## src/rtl/clock_pkg.sv

```systemverilog
// ============================================================================
// Module      : clock_pkg
// Description : Shared edit states, field widths and limits for time entry.
// Revision    : 1.0  initial release
// ============================================================================
`default_nettype none

package clock_pkg;

    localparam int HOUR_W = 5;
    localparam int MIN_W  = 6;
    localparam int SEC_W  = 6;

    localparam logic [5:0] MAX_HOUR = 6'd23;
    localparam logic [5:0] MAX_MIN  = 6'd59;
    localparam logic [5:0] MAX_SEC  = 6'd59;

    typedef enum logic [2:0] {
        RUN    = 3'd0,
        EDIT_H = 3'd1,
        EDIT_M = 3'd2,
        EDIT_S = 3'd3,
        COMMIT = 3'd4
    } edit_state_e;

    function automatic logic [5:0] clamp(input logic [5:0] value, input logic [5:0] limit);
        return (value > limit) ? limit : value;
    endfunction

endpackage

`default_nettype wire

```

## src/rtl/time_entry_debounce.sv

```systemverilog
// ============================================================================
// Module      : debounce
// Description : 2-flop synchroniser, stability counter and press pulse for an
//               active-low button.
// Revision    : 1.0  initial release
// ============================================================================
`default_nettype none

module debounce #(
    parameter int CYCLES = 1_000_000
) (
    input  logic clk,
    input  logic reset_n,
    input  logic btn_n,
    output logic press
);

    localparam int CW = (CYCLES > 1) ? $clog2(CYCLES) : 1;
    localparam logic [CW-1:0] CNT_LAST = CW'(CYCLES - 1);

    logic          sync_1;
    logic          sync_2;
    logic          level;
    logic [CW-1:0] cnt;

    always_ff @(posedge clk or negedge reset_n) begin
        if (!reset_n) begin
            sync_1 <= 1'b1;
            sync_2 <= 1'b1;
            level  <= 1'b1;
            cnt    <= '0;
            press  <= 1'b0;
        end else begin
            sync_1 <= btn_n;
            sync_2 <= sync_1;
            press  <= 1'b0;
            if (sync_2 == level) begin
                cnt <= '0;
            end else if (cnt == CNT_LAST) begin
                // Flip only after CYCLES consecutive differing samples.
                level <= sync_2;
                cnt   <= '0;
                press <= level;
            end else begin
                cnt <= cnt + 1'b1;
            end
        end
    end

endmodule

`default_nettype wire

```

## src/rtl/time_entry.sv

```systemverilog
// ============================================================================
// Module      : time_entry
// Description : Button/switch time editor producing a clamped load command,
//               clock run enable and per-field blink mask.
//               Optional edit timeout: define TIME_ENTRY_TIMEOUT_EN.
// Revision    : 1.0  initial release
// ============================================================================
`default_nettype none

module time_entry
    import clock_pkg::*;
#(
    parameter int DEBOUNCE_CYCLES = 1_000_000,
    parameter int BLINK_CYCLES    = 12_500_000,
    parameter int TIMEOUT_CYCLES  = 500_000_000
) (
    input  logic              clk,
    input  logic              reset_n,
    input  logic              btn_mode_n,
    input  logic              btn_set_n,
    input  logic [5:0]        sw,
    input  logic [HOUR_W-1:0] cur_hour,
    input  logic [MIN_W-1:0]  cur_min,
    input  logic [SEC_W-1:0]  cur_sec,
    output logic              load,
    output logic [HOUR_W-1:0] load_hour,
    output logic [MIN_W-1:0]  load_min,
    output logic [SEC_W-1:0]  load_sec,
    output logic              run_en,
    output logic              editing,
    output logic [2:0]        blink_mask
);

    localparam int BW = (BLINK_CYCLES > 1) ? $clog2(BLINK_CYCLES) : 1;
    localparam logic [BW-1:0] BLINK_LAST = BW'(BLINK_CYCLES - 1);

    if (DEBOUNCE_CYCLES < 2 || BLINK_CYCLES < 2 || TIMEOUT_CYCLES < 2) begin : g_param_check
        $error("time_entry: cycle parameters must be at least 2");
    end

    logic mode_ev;
    logic set_ev;

    debounce #(.CYCLES(DEBOUNCE_CYCLES)) u_db_mode (
        .clk     (clk),
        .reset_n (reset_n),
        .btn_n   (btn_mode_n),
        .press   (mode_ev)
    );

    debounce #(.CYCLES(DEBOUNCE_CYCLES)) u_db_set (
        .clk     (clk),
        .reset_n (reset_n),
        .btn_n   (btn_set_n),
        .press   (set_ev)
    );

    edit_state_e       state;
    edit_state_e       state_nx;
    logic [HOUR_W-1:0] sh_hour;
    logic [MIN_W-1:0]  sh_min;
    logic [SEC_W-1:0]  sh_sec;
    logic [BW-1:0]     blink_cnt;
    logic [BW-1:0]     blink_cnt_nx;
    logic              phase;
    logic              phase_nx;
    logic              in_edit;
    logic              timed_out;
    logic [5:0]        hour_clamped;

    assign in_edit      = (state == EDIT_H) || (state == EDIT_M) || (state == EDIT_S);
    assign hour_clamped = clamp(sw, MAX_HOUR);

`ifdef TIME_ENTRY_TIMEOUT_EN
    localparam int TW = $clog2(TIMEOUT_CYCLES);
    localparam logic [TW-1:0] TIMEOUT_LAST = TW'(TIMEOUT_CYCLES - 1);
    logic [TW-1:0] idle_cnt;

    always_ff @(posedge clk or negedge reset_n) begin
        if (!reset_n) begin
            idle_cnt <= '0;
        end else if (!in_edit || mode_ev || set_ev || timed_out) begin
            idle_cnt <= '0;
        end else begin
            idle_cnt <= idle_cnt + 1'b1;
        end
    end

    assign timed_out = in_edit && !mode_ev && !set_ev && (idle_cnt == TIMEOUT_LAST);
`else
    assign timed_out = 1'b0;
`endif

    always_comb begin
        state_nx     = state;
        blink_cnt_nx = blink_cnt;
        phase_nx     = phase;
        case (state)
            RUN:     if (mode_ev) state_nx = EDIT_H;
            EDIT_H:  if (mode_ev) state_nx = EDIT_M;
            EDIT_M:  if (mode_ev) state_nx = EDIT_S;
            EDIT_S:  if (mode_ev) state_nx = COMMIT;
            COMMIT:  state_nx = RUN;
            default: state_nx = RUN;
        endcase
        if (timed_out) begin
            state_nx = RUN;
        end

        if (state == RUN && state_nx == EDIT_H) begin
            blink_cnt_nx = '0;
            phase_nx     = 1'b0;
        end else if (in_edit) begin
            if (blink_cnt == BLINK_LAST) begin
                blink_cnt_nx = '0;
                phase_nx     = ~phase;
            end else begin
                blink_cnt_nx = blink_cnt + 1'b1;
            end
        end
    end

    // Outputs are registered from the next state so they line up with state.
    always_ff @(posedge clk or negedge reset_n) begin
        if (!reset_n) begin
            state      <= RUN;
            sh_hour    <= '0;
            sh_min     <= '0;
            sh_sec     <= '0;
            blink_cnt  <= '0;
            phase      <= 1'b0;
            load       <= 1'b0;
            load_hour  <= '0;
            load_min   <= '0;
            load_sec   <= '0;
            run_en     <= 1'b1;
            editing    <= 1'b0;
            blink_mask <= 3'b000;
        end else begin
            state     <= state_nx;
            blink_cnt <= blink_cnt_nx;
            phase     <= phase_nx;

            if (state == RUN && mode_ev) begin
                sh_hour <= cur_hour;
                sh_min  <= cur_min;
                sh_sec  <= cur_sec;
            end else if (set_ev && !mode_ev) begin
                case (state)
                    EDIT_H:  sh_hour <= hour_clamped[HOUR_W-1:0];
                    EDIT_M:  sh_min  <= clamp(sw, MAX_MIN);
                    EDIT_S:  sh_sec  <= clamp(sw, MAX_SEC);
                    default: ;
                endcase
            end

            load <= (state_nx == COMMIT);
            if (state_nx == COMMIT) begin
                load_hour <= sh_hour;
                load_min  <= sh_min;
                load_sec  <= sh_sec;
            end

            run_en  <= (state_nx == RUN);
            editing <= (state_nx == EDIT_H) || (state_nx == EDIT_M) || (state_nx == EDIT_S);
            case (state_nx)
                EDIT_H:  blink_mask <= {phase_nx, 2'b00};
                EDIT_M:  blink_mask <= {1'b0, phase_nx, 1'b0};
                EDIT_S:  blink_mask <= {2'b00, phase_nx};
                default: blink_mask <= 3'b000;
            endcase
        end
    end

endmodule

`default_nettype wire

```

## config.mk

```make
export PLATFORM = sky130hd
export DESIGN_NAME = time_entry
export DESIGN_NICKNAME = d
export VERILOG_FILES = /design/src/rtl/clock_pkg.sv /design/src/rtl/time_entry_debounce.sv /design/src/rtl/time_entry.sv
export SDC_FILE = /design/constraint.sdc
export NUM_CORES = 1
export LEC_CHECK = 0
export CORE_ASPECT_RATIO = 0.8
export CORE_MARGIN = 4
export CORE_UTILIZATION = 45
export CTS_CLUSTER_DIAMETER = 100
export DETAILED_ROUTE_END_ITERATION = 8
export PLACE_DENSITY = 0.7
export RECOVER_POWER = 25
export SLEW_MARGIN = 20
export SYNTH_ARGS = -nofsm -noshare
export SYNTH_HDL_FRONTEND = slang
export SYNTH_SLANG_ARGS = --single-unit
```

## constraint.sdc

```tcl
create_clock -name clk -period 1.8 [get_ports clk]
set_input_delay 0.54 -clock clk [delete_from_list [all_inputs] [get_ports clk]]
set_output_delay 0.54 -clock clk [all_outputs]
set_load 0.01 [all_outputs]
```

# Word-level counts from Yosys, hierarchy flattened
# Index checks and enable logic that the tools add are counted.
[word_totals]
regBits = 116
out_inout_bits = 23
[op_classes]
addsub = 3
n_lt_le_gt_ge = 2
n_eq_ne = 12
mux = 31
bitwise_logic = 3
n_reduce_logical = 20
[op_table]
columns = ["operator", "count"]
rows = [
  ["$mux W20", 4],
  ["$mux W24", 3],
  ["$mux W6", 7],
  ["$add A20 B1 Y20 const B", 2],
  ["$eq A20 B20 Y1 const B", 2],
  ["$add A24 B1 Y24 const B", 1],
  ["$eq A24 B24 Y1 const B", 1],
  ["$mux W5", 4],
  ["$eq A3 B2 Y1 const B", 4],
  ["$mux W3", 4],
  ["$pmux W3 S4", 1],
  ["$reduce_and A2 Y1", 5],
  ["$reduce_bool A2 Y1", 5],
  ["$pmux W3 S3", 1],
  ["$mux W1", 7],
  ["$eq A3 B1 Y1 const B", 2],
  ["$gt A6 B5 Y1 const B", 1],
  ["$gt A6 B6 Y1 const B", 1],
  ["$logic_not A3 Y1", 2],
  ["$logic_or A1 B1 Y1", 4],
  ["$eq A3 B3 Y1 const B", 1],
  ["$logic_and A1 B1 Y1", 3],
  ["$not A1 Y1", 3],
  ["$eq A1 B1 Y1", 2],
  ["$logic_not A1 Y1", 1],
]

# Logic depth before layout (Yosys ltp)
# Gate-level depths: netlist of the first run.
[depth]
ltp_word = 6
ltp_mapped = 8
depth_no_buf = 6

# Modules after synthesis
# From an unflattened synthesis of the first run, not the netlist that was laid out.
[hier_totals]
hier_cells = 577
hier_area_um2 = 5572.8
[by_module_without_submodules]
columns = ["module", "n_inst", "cells_each", "area_per_inst_um2", "seq_area_each_um2"]
rows = [
  ["time_entry", 1, 351, 3291.9, 1702.9],
  ["debounce (u_db_set)", 1, 110, 1141.1, 604.3],
  ["debounce (u_db_mode)", 1, 116, 1139.8, 604.3],
]

# Worst setup path after synthesis of the first run
# No wires, ideal clock.
[synth_timing]
kind = "flip-flop to flip-flop"
from = "reg blink_cnt[0]"
to = "reg phase"
setup_ns = 0.069
arrival_time_ns = 1.903
required_time_ns = 1.731
slack_ns = -0.172
stages_incl_launch_ff = 8
synth_period_minus_slack_ns = 1.972
cell_sequence = "dfrtp_1 -> ha_1 -> nand2_1 -> or4_1 -> or3_1 -> buf_6 -> or4_1 -> nand3_1"
[synth_between]
elab_chain_cells = 4
[synth_rtl]
columns = ["item", "line_no", "rtl"]
rows = [
  ["start: declaration", "time_entry.sv:63", "logic [BW-1:0] blink_cnt;"],
  ["start signal: assignment", "time_entry.sv:141", "blink_cnt <= blink_cnt_nx;"],
  ["$eq A24 B24 Y1", "time_entry.sv:114", "if (blink_cnt == BLINK_LAST) begin"],
  ["$mux W1", "time_entry.sv:114", ""],
  ["$mux W1", "time_entry.sv:113", "end else if (in_edit) begin"],
  ["$mux W1", "time_entry.sv:110", "if (state == RUN && state_nx == EDIT_H) begin"],
  ["via phase_nx", "time_entry.sv:66", "logic phase_nx;"],
  ["end signal: assignment", "time_entry.sv:142", "phase <= phase_nx;"],
  ["end: declaration", "time_entry.sv:65", "logic phase;"],
]
# The timed path passes the listed nets, and every way through them passes these cells.
# A chain may end at the register's enable or synchronous reset.

# Worst setup path in the final report of the first run
[layout_timing]
from = "reg blink_cnt[1]"
to = "reg blink_cnt[20]"
[layout_between]
elab_chain_cells = 4
word_cells_on_any_way = 5
classes_between = "1 x add/sub; 1 x eq/ne; 3 x mux"
[layout_rtl]
columns = ["item", "line_no"]
rows = [
  ["$add A24 B1 Y24 or $eq A24 B24 Y1 (tied branches)", "time_entry.sv:118, time_entry.sv:114"],
  ["$mux W24 (*)", "time_entry.sv:114"],
  ["$mux W24 (*)", "time_entry.sv:113"],
  ["$mux W24 (*)", "time_entry.sv:110"],
]
# Every way passes the cells marked *; elsewhere a longest branch is shown, timed or not. The select of a mux whose other input is x is not followed.

==> qor.txt, run 1 <==
outcome - finished, violations left
failing checks - negative setup slack
critical path arrival - 2.35 ns
Fill cells - 890
Int Pwr - 4.95 mW
first-pass GRT wire length - 21600 microns
DRT Pass-1 Iters - 5
Max-cap violations - 0
Setup Skew - 0.00807 ns
Vias/cell - 5.24
clk_lat worst skew - 0.41 ns
Final ANT Viol Nets - 0
Die W - 130 microns
final wirelength - 13400 microns
setup violators final - 46
worst vdd ir - 622 uV
WL met2 - 6460 microns
Nets - 729
initial antenna violation count - 0
worst endpoint required time - 2.10 ns
# rows - 35
post-synth cell types - 46
syn_area_per_cell - 9.64 sq um
Logic pwr share - 3.6%
1st-iter DRT viols - 344
WL met3 - 621 microns
sequential share of power - 42.6%
synth warn - 0
post-synthesis register bit count - 116
chip height - 105 microns
DR WL/cell - 15.5 microns
Ports - 50
CTS Sinks - 116
vias in the first global route - 4573
Synth Net Count - 583
Slowest Stage Delay on Critical Path - 0.42 ns
max layer used - met4
Leak Pwr - 3.51 nW
non-filler cells, final - 860
Final WS setup - -0.250 ns
Mapped Cells - 553
clock tree buffer depth - 2
Crit Path Class - register to register
gr usage total - 19.8%
Core ar. - 11600 sq um
worst-margin pin slew - 0.780 ns
global placer's final weighted congestion - 0.866
clk slew on worst S/H paths - 0.05 ns
Max-slew headroom - 48.0%
register area share after synthesis - 54.6%
HP Class - register to register
grt total ovfl - 0
Port Buf Inserts - 49
Slowest-stage cell, CP - or4_1
post-layout min period - 2.05 ns
period utilisation layout - 114%
clock root buffer - clkbuf_16
H-Tree Depth - 4
via count - 4503
CTS tree - yes
Place WS - -0.233 ns
Clk network pwr share - 53.8%
final hold violation count - 0
Finished Core Util - 66.1%
crit path max fanout - 8
synthesized cell area - 5330 sq um
Peak Freq - 488 MHz
drc violations - 0
largest net degree at the start of global routing - 60
P&R area growth vs syn - 43.3%
antenna cells - 0
CTS buffer count - 17
DP Cell Count - 807
Starting Density - 46.1%
M1 WL - 5990 microns
crit path launch type - register
hpwl dp - 8630 microns
CP cell instances - ha_2, nand2_1, or4_1, or3_4, a21oi_4, clkbuf_16, nor2_2
layout cells sized above 1 - 28.4%
power per cell area - 817 nW/um^2
CP Capture Type - register
final slew viol count - 0
RSZ-0062 raised after global routing - true
die area - 13700 sq um
switching pwr - 1.29 mW
Switching Share - 20.7%
-- path summary, 6_finish.rpt --
kind / startpoint / endpoint / slack, ns / depth (start not counted)
setup / recovery: blink_cnt[1] / blink_cnt[20] / -0.25 / 7
hold / removal: u_db_mode.sync_1 / u_db_mode.sync_2 / 0.36 / 0
setup reg to reg: blink_cnt[1] / blink_cnt[20] / -0.25 / 7
hold reg to reg: u_db_mode.sync_1 / u_db_mode.sync_2 / 0.36 / 0
max in group asynchronous: reset_n / u_db_set.cnt[0] / 0.31 / 3
min in group asynchronous: reset_n / blink_cnt[19] / 0.45 / 2
-- worst max-delay path, delay by kind of cell (launching register included) --
| kind | cells | cell delay, ns |
|---|---|---|
| adder cells (fa/ha/maj) | 1 | 0.19 |
| AND/OR/NAND/NOR | 4 | 0.94 |
| buffers and inverters | 1 | 0.21 |
| flip-flops | 1 | 0.37 |
| AO/OA/AOI/OAI | 1 | 0.22 |
-- per-stage QoR --
stage / area (sq um) / power (mW) / hold slack, ns / setup TNS (ns)
6_report: 7640 / 6.24 / 0.357 / -5.92
5_1_grt: 7640 / 6.44 / 0.361 / -8.75
4_1_cts: 7290 / 6.29 / 0.358 / -3.24
3_5_place_dp: 6530 / 2.91 / 0.347 / -5.36
3_3_place_gp: 6530 / 2.90 / 0.346 / -3.26
2_1_floorplan: 5350 / 2.75 / 0.244 / -1.69
-- logic make-up after synthesis --
logic type      after synthesis  share of synthesized area, %
compound gates               43                          4.93
xor+xnor                     56                          9.20
fa+ha+maj                     3                         0.704
buf+inv                      29                          2.44
flops                       116                          54.6
mux                           6                          1.17
simple gates                300                          26.9
-- registers in the layout, summed over array words and instances, names as in the netlist, 5 cells and up --
register	flops
blink_cnt	24
load_hour	5
load_min	6
load_sec	6
sh_hour	5
sh_min	6
sh_sec	6
u_db_mode.cnt	20
u_db_set.cnt	20
-- power by group through the flow --
| stage | Sequential [mW] | Clock [mW] | Combinational, mW |
|---|---|---|---|
| floorplan | 2.70 | 0 | 0.0544 |
| global placement | 2.70 | 0 | 0.203 |
| detailed placement | 2.70 | 0 | 0.206 |
| CTS | 2.66 | 3.41 | 0.227 |
| global route | 2.66 | 3.53 | 0.251 |
| finish | 2.66 | 3.36 | 0.223 |
-- layout by cell type, fill, tap and decap left out, types with 3 or more instances in the layout --
master	Yosys	layout
dfrtp_1	109	108
nand2_1	104	103
buf_4	2	85
nor2_1	79	45
xor2_1	41	39
nand3_1	29	27
clkdlybuf4s50_1	0	23
dlygate4sd2_1	0	23
nand4_1	19	19
clkbuf_16	0	18
nor2_2	0	17
nor2_4	0	17
xnor2_1	15	15
o21ai_0	18	15
inv_1	9	9
a21oi_1	8	8
and3_1	8	8
nor4_1	11	7
nor3_1	7	7
dfstp_2	7	7
clkbuf_8	0	5
nand2b_1	4	4
nor4b_1	6	4
nand3b_1	4	4
clkinvlp_4	0	4
nor4_4	0	4
nor3b_1	5	4
mux2i_1	4	4
o22ai_1	4	4
buf_6	1	4
or2_2	3	3
and4_1	3	3
or3_1	5	3
a31oi_1	4	3
clkinv_2	0	3
clkbuf_1	10	3
dlygate4sd3_1	0	3
buf_12	0	3
-- cell type report --
| class | instances | area [sq um] | share of cell area [%] |
|---|---|---|---|
| multi-input cells | 408 | 2650 | 34.7 |
| inverters | 11 | 45.0 | 0.590 |
| flip-flops and latches | 116 | 2910 | 38.1 |
| clock buffers | 24 | 502 | 6.57 |
| clock inverters | 8 | 97.6 | 1.28 |
| well taps | 148 | 185 | 2.42 |
| repair buffers | 145 | 1250 | 16.3 |
-- timing repair --
| action | in CTS | in global routing |
|---|---|---|
| cloned | 1 | 1 |
| setup endpoints to repair | 71 | 77 |
| endpoints found under the hold margin | 1 | 0 |
| gates resized for setup | 63 | 54 |
| hold buffers | 1 | 0 |
| pin swaps | 24 | 15 |
| setup buffers | 1 | 17 |
-- Yosys cell counts, drive strengths merged --
master  number  area, sq um
nor3         8         45.0
mux2         2         22.5
nand2      106          403
or2          3         18.8
and4         3         26.3
or4          4         31.3
nor2        79          297
o22ai        4         25.0
nand3       29          145
nand4       19          119
or3b         1         8.76
nor3b        5         37.5
a221o        1         10.0
a211oi       2         15.0
clkinv       2         7.51
nand2b       4         25.0
or3          5         31.3
o21ai       18         90.1
nor4        12         81.3
mux2i        4         40.0
nor4b        6         52.6
inv          9         33.8
a211o        2         17.5
and3         8         50.1
buf          8         51.3
or4b         1         10.0
and2         1         6.26
dfrtp      109         2730
a221oi       1         8.76
a22oi        2         15.0
dfstp        7          184
clkbuf      10         37.5
a21oi        9         56.3
xnor2       15          131
xor2        41          359
a31oi        4         25.0
nand4b       2         17.5
ha           3         37.5
nand3b       4         30.0
-- routing by layer --
metal | global-route usage [%] | vias up
li1 | - | 2174
met4 | 8.68 | 0
met3 | 4.66 | 29
met2 | 30.6 | 124
met5 | 0 | -
met1 | 26.7 | 2176
No activity file was read; power rests on OpenSTA's default activity.
==> run 2, diff against run 1 <==
Settings changed: TNS_END_PERCENT from default to 100.
==> results of run 2 <==
The final DEF is identical to that of run 1; final timing and power are the same.
==> run 3, diff against run 2 <==
--- a/config.mk
+++ b/config.mk
@@ -13,5 +13,4 @@
 export PLACE_DENSITY = 0.7
 export RECOVER_POWER = 25
-export SLEW_MARGIN = 20
 export SYNTH_ARGS = -nofsm -noshare
 export SYNTH_HDL_FRONTEND = slang
==> constraint.sdc (replaced) <==
create_clock -name clk -period 1.8 [get_ports clk]
set_input_delay 0.27 -clock clk [delete_from_list [all_inputs] [get_ports clk]]
set_output_delay 0.27 -clock clk [all_outputs]
set_load 0.01 [all_outputs]
==> run 3 against run 2 <==
  * Hold slack worse by 0.0024 ns
  * The flow still finishes with violations (negative setup slack)
  * Highest routed layer unchanged
  * Routed wire length down 2.5%
  * Via count decreased by 1.9%
  * Total power grew 3.4%
  * Global-route usage is essentially flat
  * Sequential cell count is the same
  * Count of clock-buffer cells in the layout is 2 lower
  * Largest cell class unchanged
  * Critical endpoint is now phase
  * First-iteration DRC count is 17% lower
  * Core utilization decreased by 1.0 points
  * Combinational power shrank 4%
  * Non-clock buffer count is 11 lower
  * Maximum frequency up 1.7%
==> qor.txt, run 3 (synthesis results as in run 1) <==
final wirelength - 13000 microns
vias in the first global route - 4419
period utilisation layout - 112%
CP Capture Type - register
failing checks - negative setup slack
crit path max fanout - 8
crit path launch type - register
worst endpoint required time - 2.15 ns
FF-to-FF setup slack - -0.22 ns
CP cell instances - ha_2, nand2_1, or4_1, or3_4, or4_4, nand3_2
most frequent cells in the layout - dfrtp_1, nand2_1, buf_4
DR WL/cell - 15.3 microns
Worst Path Buf+Inv - 0
Crit Path Class - register to register
Port Buf Inserts - 49
Clk network pwr share - 55.4%
first-pass GRT wire length - 21400 microns
most common library cell in the layout ignoring fill and taps - dfrtp_1
grt total ovfl - 0
1st-iter DRT viols - 286
Core ar. - 11600 sq um
clock tree buffer depth - 2
CTS buffer count - 17
antenna cells - 0
Ports - 50
Final WS setup - -0.216 ns
Die W - 130 microns
Setup Skew - 0.00610 ns
Leak Pwr - 3.38 nW
switching pwr - 1.31 mW
Max-slew headroom - 53.9%
via count - 4419
crit path from - blink_cnt[1]
Nets - 718
Slowest Stage Delay on Critical Path - 0.45 ns
Slowest-stage cell, CP - or3_4
gr usage total - 19.8%
DRT Pass-1 Iters - 5
clk_lat worst skew - 0.41 ns
Vias/cell - 5.21
Reg2Reg Launch Point - blink_cnt[1]
HP Class - register to register
delay-heaviest family, CP - simple AND/OR/NAND/NOR gates
P&R area growth vs syn - 41.1%
Largest register FFs - 24
initial antenna violation count - 0
WHS Path Cells - 0
Hold EP - u_db_mode.sync_2
H-Tree Depth - 4
Starting Density - 46.1%
Final ANT Viol Nets - 0
CTS tree - yes
final slew viol count - 0
drc violations - 0
R2R depth - 6
RSZ-0062 raised after global routing - true
chip height - 105 microns
layout cells sized above 1 - 25.6%
Switching Share - 20.3%
R2R Path End - phase
Finished Core Util - 65.0%
worst vdd ir - 1000 uV
worst-margin pin slew - 0.691 ns
die area - 13700 sq um
CTS Sinks - 116
global placer's final weighted congestion - 0.853
# rows - 35
Int Pwr - 5.15 mW
critical path arrival - 2.37 ns
clock root buffer - clkbuf_16
setup violators final - 47
Peak Freq - 496 MHz
final hold violation count - 0
Max-cap violations - 0
Largest regs - blink_cnt x24, u_db_mode.cnt x20, u_db_set.cnt x20
outcome - finished, violations left
post-layout min period - 2.02 ns
Most flops, register - blink_cnt
sequential share of power - 41.2%
largest net degree at the start of global routing - 34
startpoint of the worst hold path - u_db_mode.sync_1
Tot Pwr - 6.45 mW
power per cell area - 858 nW/um^2
clk slew on worst S/H paths - 0.05 ns
hpwl dp - 8510 microns
Logic pwr share - 3.3%
-- run 3: cell count changes in the layout (fill, tap and decap cells not counted), sizes merged, moves of 2 or more --
cell           delta
buf              -10
bufinv            +2
clkbuf            -3
clkdlybuf4s50    +23
clkinvlp          -3
dlygate4sd2      -23
-- run 3: layout make-up --
type,instances,area (sq um)
flip-flops and latches,116,2910
clock inverters,9,151
repair buffers,134,1170
inverters,11,41.3
well taps,148,185
clock buffers,22,474
fillers,894,4040
multi-input cells,408,2590
-- run 3: power groups by stage --
stage | sequential (mW) | clock (mW) | combinational, mW
detailed placement | 2.70 | 0 | 0.202
floorplan | 2.70 | 0 | 0.0544
CTS | 2.66 | 3.63 | 0.219
finish | 2.66 | 3.58 | 0.215
global placement | 2.70 | 0 | 0.198
global route | 2.66 | 3.76 | 0.242
-- run 3: worst max path at each step --
stage / to / slack (ns) / cells after the start
after detailed placement: phase / -0.33 / 5
after global routing: phase / -0.29 / 6
after global placement: blink_mask[1] / -0.33 / 5
final: phase / -0.22 / 6
after CTS: phase / -0.16 / 6
after floorplan: phase / -0.17 / 7
-- run 3: stage by stage --
| stage | TNS, ns | hold WS [ns] | cells | setup WS [ns] | cell area, sq um |
|---|---|---|---|---|---|
| after floorplan | -1.69 | -0.0256 | 553 | -0.168 | 5350 |
| after global placement | -6.23 | 0.215 | 803 | -0.335 | 6500 |
| after detailed placement | -7.44 | 0.220 | 803 | -0.325 | 6500 |
| after CTS | -2.98 | 0.249 | 839 | -0.159 | 7310 |
| after global routing | -7.26 | 0.360 | 848 | -0.289 | 7520 |
| final | -3.54 | 0.354 | 848 | -0.216 | 7520 |
-- run 3: worst reg2reg max path, stage by stage (launching register included) --
cell and delay, ns:
dfrtp_1 0.36, ha_2 0.18, nand2_1 0.05, or4_1 0.40, or3_4 0.45, or4_4 0.44, nand3_2 0.08
-- run 3: metal layers --
layer	GRT usage, %	vias to the layer above	routed length, microns
li1	-	2150	-
met1	26.4	2139	5830
met2	30.8	107	6380
met3	4.81	23	554
met4	8.38	0	247
met5	0	-	0
-- run 3: timing repair --
item | 4_1_cts | 5_1_grt
setup endpoints to repair | 48 | 65
buffers inserted | 2 | 9
pin swaps | 19 | 10
endpoints found under the hold margin | 23 | 0
hold buffers | 1 | 0
gates cloned | 2 | 0
gates resized for setup | 36 | 33
